File: config.mk
export PLATFORM = sky130hd
export DESIGN_NAME = dm_port_arbiter
export DESIGN_NICKNAME = d
export VERILOG_FILES = /design/src/rtl/dm_port_arbiter.sv
export SDC_FILE = /design/constraint.sdc
export NUM_CORES = 1
export LEC_CHECK = 0
export CORE_MARGIN = 5
export CORE_UTILIZATION = 36
export CTS_CLUSTER_SIZE = 14
export DETAILED_ROUTE_END_ITERATION = 6
export MAX_ROUTING_LAYER = met4
export PLACE_DENSITY = 0.86
export REMOVE_ABC_BUFFERS = 1
export SETUP_SLACK_MARGIN = 0.4
export SYNTH_ARGS = -nofsm -noshare
export SYNTH_HDL_FRONTEND = slang
export SYNTH_SLANG_ARGS = --single-unit
File: constraint.sdc
create_clock -name Clk -period 4.3 [get_ports Clk]
set_input_delay 0.43 -clock Clk [delete_from_list [all_inputs] [get_ports Clk]]
set_output_delay 0.43 -clock Clk [all_outputs]
set_load 0.05 [all_outputs]
File: src/rtl/dm_port_arbiter.sv
// dm_port_arbiter: shares the single dm_4k port between the pipeline MEM
// stage (cpu side, priority) and an external loader/debug master (ext side).
// A waiting ext request is forced through after MAX_WAIT conflicting cycles;
// the ext access then takes the port for one cycle and stalls the pipeline
// if the MEM stage had an access pending, which the pipeline replays.
`timescale 1ns/1ps

module dm_port_arbiter #(
    parameter int DW       = 32,
    parameter int AW       = 5,
    parameter int MAX_WAIT = 4,
    parameter int CNT_W    = 16
) (
    input  logic          Clk,
    input  logic          rst,
    input  logic [AW-1:0] cpu_addr,
    input  logic [DW-1:0] cpu_wdata,
    input  logic          cpu_we,
    input  logic          cpu_re,
    output logic [DW-1:0] cpu_rdata,
    output logic          cpu_stall,
    input  logic          ext_req,
    input  logic          ext_we,
    input  logic [AW-1:0] ext_addr,
    input  logic [DW-1:0] ext_wdata,
    output logic          ext_ack,
    output logic [DW-1:0] ext_rdata,
    output logic [AW-1:0] dm_addr,
    output logic [DW-1:0] dm_din,
    output logic          dm_DMWr,
    output logic          dm_DMemR,
    input  logic [DW-1:0] dm_dout,
    output logic [CNT_W-1:0] stall_cnt
);

    typedef enum logic [1:0] {
        IDLE  = 2'd0,
        GRANT = 2'd1,
        ACK   = 2'd2
    } arbStateT;

    localparam logic [3:0] MaxWait = 4'(MAX_WAIT);

    arbStateT   state;
    arbStateT   nextState;
    logic [3:0] waitCnt;
    logic [3:0] nextWaitCnt;
    logic       cpuAccess;
    logic       extOwns;
    logic       dmWrRaw;

    assign cpuAccess = cpu_we | cpu_re;
    assign extOwns   = (state == GRANT);

    // State register, wait counter, captured ext read data and stall statistics.
    always_ff @(posedge Clk or negedge rst) begin
        if (!rst) begin
            state     <= IDLE;
            waitCnt   <= '0;
            ext_rdata <= '0;
            stall_cnt <= '0;
        end else begin
            state   <= nextState;
            waitCnt <= nextWaitCnt;
            if (extOwns && !ext_we) begin
                ext_rdata <= dm_dout;
            end
            if (cpu_stall && (stall_cnt != {CNT_W{1'b1}})) begin
                stall_cnt <= stall_cnt + 1'b1;
            end
        end
    end

    // Next-state logic: cpu keeps the port until ext has waited MaxWait conflicting cycles.
    always_comb begin
        nextState   = state;
        nextWaitCnt = waitCnt;
        case (state)
            IDLE: begin
                if (ext_req) begin
                    if (!cpuAccess || (waitCnt >= MaxWait)) begin
                        nextState = GRANT;
                    end else begin
                        nextWaitCnt = waitCnt + 4'd1;
                    end
                end else begin
                    nextWaitCnt = '0;
                end
            end
            GRANT: begin
                nextState   = ACK;
                nextWaitCnt = '0;
            end
            ACK: begin
                nextState = IDLE;
            end
            default: begin
                nextState   = IDLE;
                nextWaitCnt = '0;
            end
        endcase
    end

    // Port muxing: ext drives dm only in GRANT; a cpu write never reaches dm then.
    always_comb begin
        dm_addr   = cpu_addr;
        dm_din    = cpu_wdata;
        dmWrRaw   = cpu_we;
        dm_DMemR  = cpu_re;
        cpu_rdata = dm_dout;
        cpu_stall = 1'b0;
        if (extOwns) begin
            dm_addr   = ext_addr;
            dm_din    = ext_wdata;
            dmWrRaw   = ext_we;
            dm_DMemR  = !ext_we;
            cpu_rdata = '0;
            cpu_stall = cpuAccess;
        end
    end

    // Writes are blocked outright while reset is asserted, independent of state.
    assign dm_DMWr = dmWrRaw & rst;
    assign ext_ack = (state == ACK);

endmodule

==> impl_metrics.tcl <==
set metrics [dict create \
    grt.total_usage_pct 22.5 \
    dp_hpwl_mm 9.35 \
    post_cts_buffers 0 \
    area_delta_synth_final_pct 85.1 \
    fin_crit_sh_pct 78.9 \
    synth_seq_cells 54 \
    cp.arrival_ps 2960 \
    yosys_warnings 0 \
    n_antenna_cell 0 \
    cp_slowest_cell "clkdlybuf4s50_1" \
    tns_ps 0 \
    drive_above_1_share_pct 9.71 \
    outcome "finished clean" \
    wl_mm 11.3 \
    cts_tree "done" \
    clkTransAtPathRegs_ps 90 \
    cp_cell_sequence "nand2b_2 > inv_1 > buf_4 > nand2_1 > nand2_1 > clkdlybuf4s50_1" \
    dieArea_um2 10100 \
    path_class "flip-flop to output port" \
    synth-edff-count 0 \
    period_minus_slack_ps 3390 \
    worstPathRequired_ps 3870 \
    io_pins 233 \
    nNetsFinal 669 \
    fmax_mhz 295 \
    yosys.area.top_type "dfrtp_1" \
    synth.distinct_cells 33 \
    slowest_delay_ps 810 \
    path_common_cell "nand2_1" \
    cts_hold_buf 0 \
    io_buffers 232 \
    die_w_um 101 \
    wl_per_cell_um 17.1 \
    core.rowCount 33 \
    final-seq-area_um2 1350 \
    synth_most_common_cell "nand2_1" \
    finalHoldViolCount 0 \
    start_util_pct 36.4 \
    via_per_inst 4.80 \
    post_cts_resized 0 \
    r2r_setup_slack_ps 1640 \
    synth_common_cells "116 x nand2_1, 54 x dfrtp_1, 34 x mux2_2, 32 x and2_1, 12 x clkbuf_1" \
    clock_sinks 54 \
    synth_ff_type "dfrtp_1" \
    syn_avg_cell_area_um2 9.03 \
    drt_iter0_drc 120 \
    grt_pass1_vias 3314 \
    cts_root_buf "clkbuf_8" \
    h-tree-depth 2 \
    ant_nets 0 \
    report.power.total_mw 2.69 \
    multi_input_area_um2 1530 \
    hold_path_class "input pin to asynchronous set/reset pin" \
    end_kind "output port" \
    maxCapViolCount 0 \
    p_leak_nw 2.38 \
    grt_max_degree 55 \
    relSlewSlack_pct 54.6 \
    yosys-top-cells-area "dfrtp_1 46%, nand2_1 15%, mux2_2 13%" \
    synth_top_area_share_pct 45.6 \
    crit_fanout 37 \
    rr_startpoint "state[1]" \
    fp.coreArea_um2 8130 \
    die_y_um 101 \
    grt.overflow.total 0 \
    grt_pass1_wl_mm 17.3 \
    gp_congestion 0.875 \
    power_density_nw_per_um2 491 \
    rsz0062_at_grt "no" \
    start_kind "flip-flop" \
    synth-async-reset-ratio_pct 100 \
    setup_violations 0 \
    critical_path.startpoint "state[1]" \
    drc 0 \
    fillCellCount 653 \
    clk_path_buf_depth 2 \
    clk_latency_ps 300 \
    netlist_instances 328 \
    synth_area_um2 2960 \
    antenna_found_initial 0 \
    slew_viol_final 0 \
    cts_buffers 5 \
    seq_area_frac_synth_pct 45.6 \
    firstDrtPassIters 5 \
    fin_skew_ps 4.34 \
    ir_worst_vdd_mv 0.424 \
    vias 3173 \
    tightest_slew_ps 681 \
]
[layout make-up]
cell class	count	area share, %
Tap cell	105	2.40
Multi-Input combinational cell	254	27.9
Timing Repair Buffer	236	42.8
Inverter	4	0.274
Sequential cell	54	24.6
Clock buffer	8	2.01
[layer usage]
| metal | part of all wire (%) | global-route usage [%] | vias up |
|---|---|---|---|
| met5 | 0 | - | - |
| met4 | 2.9 | 7.46 | 0 |
| met3 | 9.0 | 5.88 | 23 |
| met2 | 51 | 39.5 | 149 |
| met1 | 37 | 24.5 | 1466 |
| li1 | - | - | 1535 |
[worst paths after layout]
kind / to / cells after the start
worst min register to register: stall_cnt[11] / 1
max in group asynchronous: ext_rdata[9] / 2
worst max-delay path: dm_din[13] / 6
worst min-delay path: stall_cnt[10] / 2
worst max register to register: stall_cnt[15] / 5
min in group Clk: stall_cnt[11] / 1
[cells by family (layout without fill, tap and decap cells)]
logic type	after synthesis	after routing	synth area share, %
AO/OA/AOI/OAI	18	18	3.59
XOR/XNOR	10	10	2.96
adder cells (fa/ha/maj)	2	2	0.844
buffers and inverters	20	248	2.91
flip-flops	54	54	45.6
multiplexers	35	35	13.3
AND/OR/NAND/NOR	189	189	30.8
[critical path, delay by kind of cell, from the launching register on]
family,cells,cell delay (ps)
flip-flops,1,440
buffers and inverters,3,1540
AND/OR/NAND/NOR,3,670
[power breakdown]
group	internal, mW	switching (mW)
clock	0.163	0.160
combinational	0.579	1.02
sequential	0.660	0.107
[sequential cells by signal, indices dropped and copies added (netlist names)]
register / flops
waitCnt: 4
ext_rdata: 32
stall_cnt: 16
state: 2
[stage by stage]
| stage | cell area [um^2] | setup WS (ps) | utilization (%) | instances | hold slack [ps] |
|---|---|---|---|---|---|
| 4_1_cts | 5490 | 855 | 67.4 | 661 | 300 |
| 6_report | 5490 | 908 | 67.4 | 661 | 269 |
| 2_1_floorplan | 2890 | 362 | - | 312 | 134 |
| 3_3_place_gp | 5380 | 1300 | 66.1 | 653 | 485 |
| 5_1_grt | 5490 | 663 | 67.4 | 661 | 329 |
| 3_5_place_dp | 5380 | 1200 | 66.1 | 653 | 486 |
[layout by cell type (no fill, tap or decap), types with 2 or more instances in the layout]
cell type / instances
clkdlybuf4s50_1: 231
nand2_1: 116
dfrtp_1: 54
mux2_2: 34
and2_1: 32
xor2_1: 9
nor2_1: 8
nor3_1: 8
clkbuf_8: 8
a21oi_1: 7
nand4_1: 5
inv_1: 4
o21ai_0: 4
nand3_1: 4
buf_4: 4
nor4_2: 2
and3_1: 2
nor4_4: 2
nor3b_1: 2
a31oi_1: 2
nand4b_1: 2
ha_1: 2
Note: power is estimated with default switching activity, not from simulation.
